$ cat src/rtl/conv_stream_pkg.sv
// Shared defaults, width helper and pixel type for the convolution output stream stage.
package conv_stream_pkg;

    localparam int DATA_W_DEF   = 8;
    localparam int DEPTH_DEF    = 32;
    localparam int PIPE_LAT_DEF = 4;
    localparam int OUT_W_DEF    = 510;
    localparam int OUT_H_DEF    = 510;

    typedef logic [DATA_W_DEF-1:0] pixel_t;

    // Bits needed to index n distinct values (at least one bit).
    function automatic int bits_for(input int n);
        return (n <= 2) ? 1 : $clog2(n);
    endfunction

endpackage

$ cat src/rtl/conv_sync_fifo.sv
// Single-clock first-word-fall-through FIFO: storage, pointers, full/empty and occupancy.
module conv_sync_fifo
    import conv_stream_pkg::*;
#(
    parameter int DATA_W = DATA_W_DEF,
    parameter int DEPTH  = DEPTH_DEF,
    parameter int PW     = bits_for(DEPTH),
    parameter int LW     = bits_for(DEPTH) + 1
) (
    input  logic              clk,
    input  logic              rst,
    input  logic              wr_valid,
    input  logic [DATA_W-1:0] wr_data,
    input  logic              rd_ready,
    output logic              rd_valid,
    output logic [DATA_W-1:0] rd_data,
    output logic              push,
    output logic              pop,
    output logic              drop,
    output logic [LW-1:0]     level,
    output logic [LW-1:0]     level_next
);

    localparam logic [LW-1:0] FULL_LVL = LW'(DEPTH);

    logic [DATA_W-1:0] mem [DEPTH];
    logic [PW-1:0]     wr_ptr;
    logic [PW-1:0]     rd_ptr;
    logic              empty;
    logic              full;

    always_comb begin
        empty = (level == '0);
        full  = (level == FULL_LVL);
        pop   = !empty && rd_ready;
        // A pop in the same cycle frees the slot, so a full FIFO still accepts.
        push  = wr_valid && (!full || pop);
        drop  = wr_valid && full && !pop;
        level_next = level;
        if (push && !pop)
            level_next = level + LW'(1);
        else if (pop && !push)
            level_next = level - LW'(1);
    end

    assign rd_valid = !empty;
    assign rd_data  = mem[rd_ptr];

    always_ff @(posedge clk) begin
        if (rst) begin
            wr_ptr <= '0;
            rd_ptr <= '0;
            level  <= '0;
        end else begin
            if (push)
                wr_ptr <= wr_ptr + PW'(1);
            if (pop)
                rd_ptr <= rd_ptr + PW'(1);
            level <= level_next;
        end
    end

    // Storage carries no reset; pointers alone define validity.
    always_ff @(posedge clk) begin
        if (push)
            mem[wr_ptr] <= wr_data;
    end

endmodule

$ cat src/rtl/conv_out_stream_buffer.sv
// Convolution output stage: FWFT FIFO with threshold backpressure, frame marking and frame-done pulse.
// Define CONV_OUT_EOL_EN to add the m_eol row-end marker and the eol_err status bit.
module conv_out_stream_buffer
    import conv_stream_pkg::*;
#(
    parameter int DATA_W   = DATA_W_DEF,
    parameter int DEPTH    = DEPTH_DEF,
    parameter int PIPE_LAT = PIPE_LAT_DEF,
    parameter int OUT_W    = OUT_W_DEF,
    parameter int OUT_H    = OUT_H_DEF
) (
    input  logic                       axi_clk,
    input  logic                       axi_reset,
    input  logic                       s_valid,
    input  logic [DATA_W-1:0]          s_data,
    output logic                       up_ready,
    output logic                       m_valid,
    output logic [DATA_W-1:0]          m_data,
    output logic                       m_last,
    input  logic                       m_ready,
    output logic [bits_for(DEPTH):0]   level,
    output logic                       overflow,
    output logic                       frame_done_intr
`ifdef CONV_OUT_EOL_EN
    ,
    output logic                       m_eol,
    output logic                       eol_err
`endif
);

    localparam int LW = bits_for(DEPTH) + 1;
    localparam int CW = bits_for(OUT_W);
    localparam int RW = bits_for(OUT_H);

    localparam logic [LW-1:0] UP_LIM   = LW'(DEPTH - PIPE_LAT);
    localparam logic [CW-1:0] COL_LAST = CW'(OUT_W - 1);
    localparam logic [RW-1:0] ROW_LAST = RW'(OUT_H - 1);

    logic          push;
    logic          pop;
    logic          drop;
    logic [LW-1:0] level_next;
    logic [CW-1:0] col;
    logic [RW-1:0] row;
    logic          col_last;
    logic          row_last;
    logic          frame_end;

    conv_sync_fifo #(
        .DATA_W (DATA_W),
        .DEPTH  (DEPTH)
    ) u_fifo (
        .clk        (axi_clk),
        .rst        (axi_reset),
        .wr_valid   (s_valid),
        .wr_data    (s_data),
        .rd_ready   (m_ready),
        .rd_valid   (m_valid),
        .rd_data    (m_data),
        .push       (push),
        .pop        (pop),
        .drop       (drop),
        .level      (level),
        .level_next (level_next)
    );

    // free > PIPE_LAT  <=>  level < DEPTH - PIPE_LAT
    always_ff @(posedge axi_clk) begin
        if (axi_reset)
            up_ready <= 1'b0;
        else
            up_ready <= (level_next < UP_LIM);
    end

    always_ff @(posedge axi_clk) begin
        if (axi_reset)
            overflow <= 1'b0;
        else if (drop)
            overflow <= 1'b1;
    end

    assign col_last  = (col == COL_LAST);
    assign row_last  = (row == ROW_LAST);
    assign m_last    = m_valid && col_last && row_last;
    assign frame_end = pop && m_last;

    // Position of the head pixel within the frame; advances only on a pop.
    always_ff @(posedge axi_clk) begin
        if (axi_reset) begin
            col <= '0;
            row <= '0;
        end else if (pop) begin
            if (col_last) begin
                col <= '0;
                row <= row_last ? '0 : row + RW'(1);
            end else begin
                col <= col + CW'(1);
            end
        end
    end

    always_ff @(posedge axi_clk) begin
        if (axi_reset)
            frame_done_intr <= 1'b0;
        else
            frame_done_intr <= frame_end;
    end

`ifdef CONV_OUT_EOL_EN
    localparam int SW = bits_for(OUT_H + 1);
    localparam logic [SW-1:0] ROWS_EXP = SW'(OUT_H - 1);

    logic [SW-1:0] rows_seen;

    assign m_eol = m_valid && col_last;

    // Independent row-end tally; a frame must close on exactly OUT_H row ends.
    always_ff @(posedge axi_clk) begin
        if (axi_reset) begin
            rows_seen <= '0;
            eol_err   <= 1'b0;
        end else if (pop && col_last) begin
            if (frame_end) begin
                rows_seen <= '0;
                if (rows_seen != ROWS_EXP)
                    eol_err <= 1'b1;
            end else begin
                rows_seen <= rows_seen + SW'(1);
            end
        end
    end
`endif

endmodule
$ cat config.mk
export PLATFORM = sky130hd
export DESIGN_NAME = conv_out_stream_buffer
export DESIGN_NICKNAME = d
export VERILOG_FILES = /design/src/rtl/conv_stream_pkg.sv /design/src/rtl/conv_sync_fifo.sv /design/src/rtl/conv_out_stream_buffer.sv
export SDC_FILE = /design/constraint.sdc
export NUM_CORES = 1
export LEC_CHECK = 0
export CORE_MARGIN = 4
export CORE_UTILIZATION = 50
export CTS_CLUSTER_DIAMETER = 200
export DETAILED_ROUTE_END_ITERATION = 6
export MAX_ROUTING_LAYER = met4
export PLACE_DENSITY = 0.69
export SETUP_SLACK_MARGIN = 0.4
export SKIP_CTS_REPAIR_TIMING = 1
export SLEW_MARGIN = 30
export SYNTH_ARGS = -nofsm -noshare
export SYNTH_HDL_FRONTEND = slang
export SYNTH_SLANG_ARGS = --single-unit
$ cat constraint.sdc
create_clock -name axi_clk -period 2.5 [get_ports axi_clk]
set_input_delay 0.5 -clock axi_clk [delete_from_list [all_inputs] [get_ports axi_clk]]
set_output_delay 0.5 -clock axi_clk [all_outputs]
set_load 0.005 [all_outputs]
After elaboration in Yosys (flattened, before gate mapping)
Memory sizes are Yosys's and may differ from the RTL's. A register that Yosys moved wholly into a read port is not among the register bits.
Cells that the tools add are included.
Operators by class
  $add $sub $neg: 6
  magnitude comparators: 1
  equal/unequal tests: 3
  mux-type cells: 8
  reductions and logical operators: 16
Operator list (number)
  adder 9 x 1 -> 9 bit (second input constant): 2
  equality test 9 bit (second input constant): 2
  2-to-1 mux 9 bit: 2
  2-to-1 mux 6 bit: 2
  adder 5 x 1 -> 5 bit (second input constant): 2
  2-to-1 mux 5 bit: 2
  logical AND 1 bit: 9
  adder 6 x 1 -> 6 bit (second input constant): 1
  equality test 6 bit (second input constant): 1
  zero test 6 bit: 1
  < comparator 6 x 5 -> 1 bit (second input constant): 1
  subtractor 6 x 1 -> 6 bit (second input constant): 1
  zero test 1 bit: 4
  2-to-1 mux 1 bit: 2
  AND reduction 2 bit: 1
  logical OR 1 bit: 1
Storage, ports and cells
  bits in registers: 37
  RAM bits: 256
  bits of input ports: 12
  output and inout bits: 19
  logic and storage cells: 43
  memories kept: 1
Memories
  u_fifo.mem: depth 32, bits a word 8, read ports 1, clocked after memory_dff 1, write ports 1, line conv_sync_fifo.sv:26  | logic [DATA_W-1:0] mem [DEPTH];

Depth between registers and ports, before layout
  depth after elaboration: 10
  depth in mapped cells: 8
  mapped depth without buffers: 7

Modules after synthesis
From an unflattened synthesis, not the netlist that was laid out.
Unflattened totals
  cell total of the unflattened synthesis: 659
  area, all modules: 12087.8 um^2
Modules (own cells, without submodules)
  conv_sync_fifo: instances 1, cells an instance 543, area an instance 11040.6 um^2, seq. area each 8107.8 um^2
  conv_out_stream_buffer: instances 1, cells an instance 116, area an instance 1047.3 um^2, seq. area each 420.4 um^2

Worst setup path after synthesis
No wires, ideal clock.
  path type: reg2reg
  start point: register u_fifo.level[0]
  end point: memory u_fifo.mem[11][0] (netlist bit) (enable)
  setup time: 370 ps
  arrival time: 2037 ps
  data required time: 2130 ps
  slack: 92 ps
  stages on the path, launching flop included: 7
  path buffers: 0
  clock period less this slack: 2408 ps
  cell sequence: dfxtp_1 > inv_1 > ha_1 > nor4b_4 > a31oi_1 > nand2_1 > nor2_1
Between the ends
  cells in the longest elaborated chain, start to end: 7
  elaborated cells between the ends (all ways): 9
  classes of those cells: eq/ne (1); mux (2); reduce/logical (6)
RTL lines
  start: declaration: line conv_sync_fifo.sv:20  | output logic [LW-1:0] level,
  start signal: assignment: line conv_sync_fifo.sv:59  | level <= level_next;
  zero test 6 bit: line conv_sync_fifo.sv:33  | empty = (level == '0);
  zero test 1 bit: line conv_sync_fifo.sv:35  | pop = !empty && rd_ready;
  logical AND 1 bit: line conv_sync_fifo.sv:35
  logical OR 1 bit *: line conv_sync_fifo.sv:37  | push = wr_valid && (!full || pop);
  logical AND 1 bit *: line conv_sync_fifo.sv:37
  2-to-1 mux 1 bit *: line conv_sync_fifo.sv:65  | if (push)
  2-to-1 mux 1 bit (not written as such) *: line conv_sync_fifo.sv:66  | mem[wr_ptr] <= wr_data;
  end: declaration: line conv_sync_fifo.sv:26
Mark *: on every way between the ends. The rest lies on a longest branch, timed or not.

==> results.rst <==
.. list-table::
   :header-rows: 1

   * - Metric
     - Value
   * - Mux share of post-synthesis cell area
     - 0.1518
   * - Clk buf depth
     - 3
   * - H-Tree Level Count
     - 1
   * - Arrival time at the worst endpoint
     - 2440 ps
   * - YS warnings
     - 0
   * - I/O pins
     - 31
   * - Finished Core Util
     - 0.6234
   * - Category of the critical setup timing path
     - flip-flop to primary output
   * - Slew Limit Fails
     - 0
   * - Syn_area_per_cell
     - approximately 18 µm²
   * - Share of flip-flops with an asynchronous set or reset after synthesis
     - 0
   * - Post-DR vias/cell
     - between 5 and 6
   * - Launching element type of the critical path
     - flip-flop
   * - Routed wire length per instance
     - roughly 23 µm
   * - Synthesized netlist net count
     - 687
   * - ANT nets after route
     - 0
   * - Peak ir drop on the vdd network
     - about 0.00051 V
   * - Synthesized area
     - ~12,000 µm²
   * - HPWL after detailed placement
     - around 16,000 µm
   * - Area share of fa/ha/maj cells after synthesis
     - 0.01159
   * - Final Worst Setup Slack
     - -440.1 ps
   * - Number of filler cells placed in the layout
     - between 1,500 and 2,000
   * - Number of nets at the end of the flow
     - a little over 800
   * - P per Cell Area
     - around 900 nW/µm²
   * - Outcome
     - finished with violations
   * - Std-Cell Core Area
     - about 23,000 µm²
   * - Top cell family by delay on the critical path
     - multiplexers
   * - DRT Wirelength
     - ~27,000 µm
   * - Maximum achievable frequency
     - between 300 and 400 MHz
   * - GR Util All Layers
     - 0.1987
   * - Critical Path Sink Type
     - primary output
   * - Largest net degree at the start of global routing
     - 33
   * - Data required time at the worst endpoint
     - about 2000 ps
   * - Static leakage
     - around 4.7 nW
   * - FP Rows
     - 56
   * - Ratio of cells with drive above 1 in the final layout
     - 0.3378
   * - Count of endpoints failing hold in the final timing report
     - 0
   * - Compound-cell area share of the yosys netlist
     - 0.02992
   * - Setup repair after global routing missed its margin
     - true
   * - Type of the worst min-delay path
     - flip-flop to flip-flop
   * - Violated checks
     - setup timing
   * - 1st-pass router iterations
     - 5
   * - Insertion delay of the later-clocked pin in the worst-skew pair
     - 540 ps
   * - # DRC
     - 0
   * - Antenna violations before repair
     - 0
   * - Slowest stage cell, crit path
     - sky130_fd_sc_hd__mux4_2
   * - Maximum net fanout on the critical path
     - 4
   * - Sequential fraction of the synthesis area
     - 0.7181
   * - Final weighted congestion in routability-driven placement
     - 0.8206
   * - Worst slew margin
     - 0.6264
   * - Die footprint
     - 26,280 µm²
   * - Dominant combinational cell family by area after synthesis
     - multiplexers
   * - Combined buffer and inverter count along the critical path
     - 3
   * - ANT cells
     - 0
   * - Cell at the root of the clock tree
     - sky130_fd_sc_hd__clkbuf_16
   * - Maximum capacitance violations
     - 0
   * - Number of instances in the synthesized netlist
     - ~660
   * - P&R area growth vs syn
     - 22.84%
   * - Clock slew at the register clock pins of the worst setup and hold paths
     - 60 ps
   * - Drt first-iter violations
     - approximately 670
   * - Horiz. Die Dim
     - roughly 160 µm
   * - Xor/xnor cell area share of the yosys netlist
     - 0.01549
   * - Ys flop type
     - sky130_fd_sc_hd__edfxtp_1
   * - Synth Register Bits
     - slightly below 300
   * - Wire length of the first global-routing pass
     - a little under 40,000 µm
   * - Endpoints failing setup
     - 8
   * - Count of input and output buffers
     - 30
   * - Multi-input logic area
     - between 3000 and 4000 µm²
   * - Fin Clk Skew
     - 8.372 ps
   * - Shortest clock period the worst path allows after layout
     - just under 3000 ps
   * - Via count of the first global-routing pass
     - around 6,500
   * - Count of different cell masters after synthesis
     - 45
   * - Die height
     - around 160 µm
   * - Simple-gate area share of the yosys netlist
     - 0.05678
   * - Power Total
     - 13.16 mW
   * - Pin slew with the least headroom to its limit
     - 559.6 ps
   * - Via count of the routed design
     - about 6,600
   * - Number of flops mapped to enable cells by yosys
     - approximately 260
   * - Final period utilization
     - 1.176
   * - Critical-path cell list
     - buf_12 > buf_4 > mux4_2 > mux2i_1 > a22o_1 > a221oi_1 > clkbuf_2
   * - Effective utilization at floorplan
     - 0.5075
   * - Stage delay of the slowest cell on the critical path
     - between 500 and 600 ps
   * - Total congestion overflow after global routing
     - 0
   * - Register Area
     - 8541 µm²
   * - Clock tree sinks
     - approximately 300
   * - Cts bufs inserted
     - 30
   * - TritonCTS clock tree
     - yes
[final cells by class]
class | instances | area share
clock buffers | 42 | 0.05738
clock inverters | 14 | 0.004717
inverters | 12 | 0.003087
multi-input cells | 321 | 0.2351
flip-flops and latches | 298 | 0.5854
well taps | 319 | 0.02736
repair buffers | 133 | 0.08696
[tightest hold or removal path: cells and delay by family, from the launching register on]
kind            cells  cell delay [ps]
flops               1              330
compound gates      2              140
[through the flow]
step                      setup WS (ps)  TNS [ps]  instances  hold WS, ps  cell area, µm²
after global placement           -205.6     -7193       1054        470.9           13130
after global routing             -491.7     -3733       1139        534.5           14590
after CTS                        -839.2     -6914       1110        498.6           14030
after floorplan                   299.5         0        664        458.5           11920
final                            -440.1     -3087       1139        511.4           14590
after detailed placement         -264.5    -15970       1054        489.1           13130
[registers in the layout, summed over array words and instances (netlist names), named ones only]
| name | count |
|---|---|
| col | 9 |
| frame_done_intr | 1 |
| overflow | 1 |
| row | 9 |
| u_fifo.level | 6 |
| u_fifo.mem | 256 |
| u_fifo.rd_ptr | 5 |
| u_fifo.wr_ptr | 5 |
| up_ready | 1 |
[final timing paths]
kind	startpoint	to	slack, ps	depth (start not counted)
min	col[8]	col[8]	510	2
max reg2reg	u_fifo.level[0]	up_ready	370	8
min reg2reg	col[8]	col[8]	510	2
max	flip-flop	m_data[0]	-440	7
[power breakdown]
| group | switching (mW) | leakage [nW] | internal [mW] |
|---|---|---|---|
| Sequential | 0.0881 | 2.65 | 5.51 |
| Combinational | 1.55 | 1.65 | 1.93 |
| Clock | 1.75 | 0.441 | 2.32 |
[routing by layer]
metal	routed length, µm	vias up	share of wire	track usage
li1	-	2910	-	-
met1	10480	3433	0.39	0.2656
met2	13990	252	0.52	0.3274
met3	1802	28	0.068	0.02893
met4	404	0	0.015	0.04998
met5	0	-	0	-
[cells in the mapped netlist, types with 8 or more instances]
cell type,instances,area (µm²)
sky130_fd_sc_hd__buf_2,8,40.04
sky130_fd_sc_hd__nor2_1,72,270.3
sky130_fd_sc_hd__clkbuf_1,14,52.55
sky130_fd_sc_hd__xor2_1,12,105.1
sky130_fd_sc_hd__a22o_1,9,78.83
sky130_fd_sc_hd__ha_1,11,137.6
sky130_fd_sc_hd__mux4_2,64,1441
sky130_fd_sc_hd__mux2i_1,35,350.3
sky130_fd_sc_hd__xnor2_1,9,78.83
sky130_fd_sc_hd__dfxtp_1,42,840.8
sky130_fd_sc_hd__nand3_1,9,45.04
sky130_fd_sc_hd__nand4_1,10,62.56
sky130_fd_sc_hd__nand2_1,22,82.58
sky130_fd_sc_hd__a221oi_1,8,70.07
sky130_fd_sc_hd__edfxtp_1,256,7687
sky130_fd_sc_hd__inv_1,12,45.04
[layout by cell type, fill, tap and decap left out, types with 9 or more instances in the layout]
cell,Yosys,final
sky130_fd_sc_hd__xnor2_1,9,9
sky130_fd_sc_hd__mux4_2,64,64
sky130_fd_sc_hd__mux2i_1,35,21
sky130_fd_sc_hd__dfxtp_1,42,34
sky130_fd_sc_hd__nand3_1,9,9
sky130_fd_sc_hd__buf_12,0,9
sky130_fd_sc_hd__a22o_1,9,9
sky130_fd_sc_hd__inv_1,12,10
sky130_fd_sc_hd__nor2_1,72,63
sky130_fd_sc_hd__ha_1,11,10
sky130_fd_sc_hd__edfxtp_1,256,256
sky130_fd_sc_hd__nor2_2,0,9
sky130_fd_sc_hd__nand4_1,10,10
sky130_fd_sc_hd__clkbuf_1,14,9
sky130_fd_sc_hd__xor2_1,12,12
sky130_fd_sc_hd__buf_4,4,83
sky130_fd_sc_hd__nand2_1,22,15
sky130_fd_sc_hd__clkbuf_16,0,35
sky130_fd_sc_hd__clkdlybuf4s50_1,0,20
[logic make-up (layout without fill, tap and decap cells)]
family | Yosys count | in the layout
AOI/OAI and AO/OA | 45 | 45
xor gates and xnor gates | 21 | 21
adders and majority gates | 11 | 11
buffers and inverters | 45 | 201
DFF | 298 | 298
muxes | 100 | 100
and+or+nand+nor | 144 | 144
(Power assumes the default switching activity.)
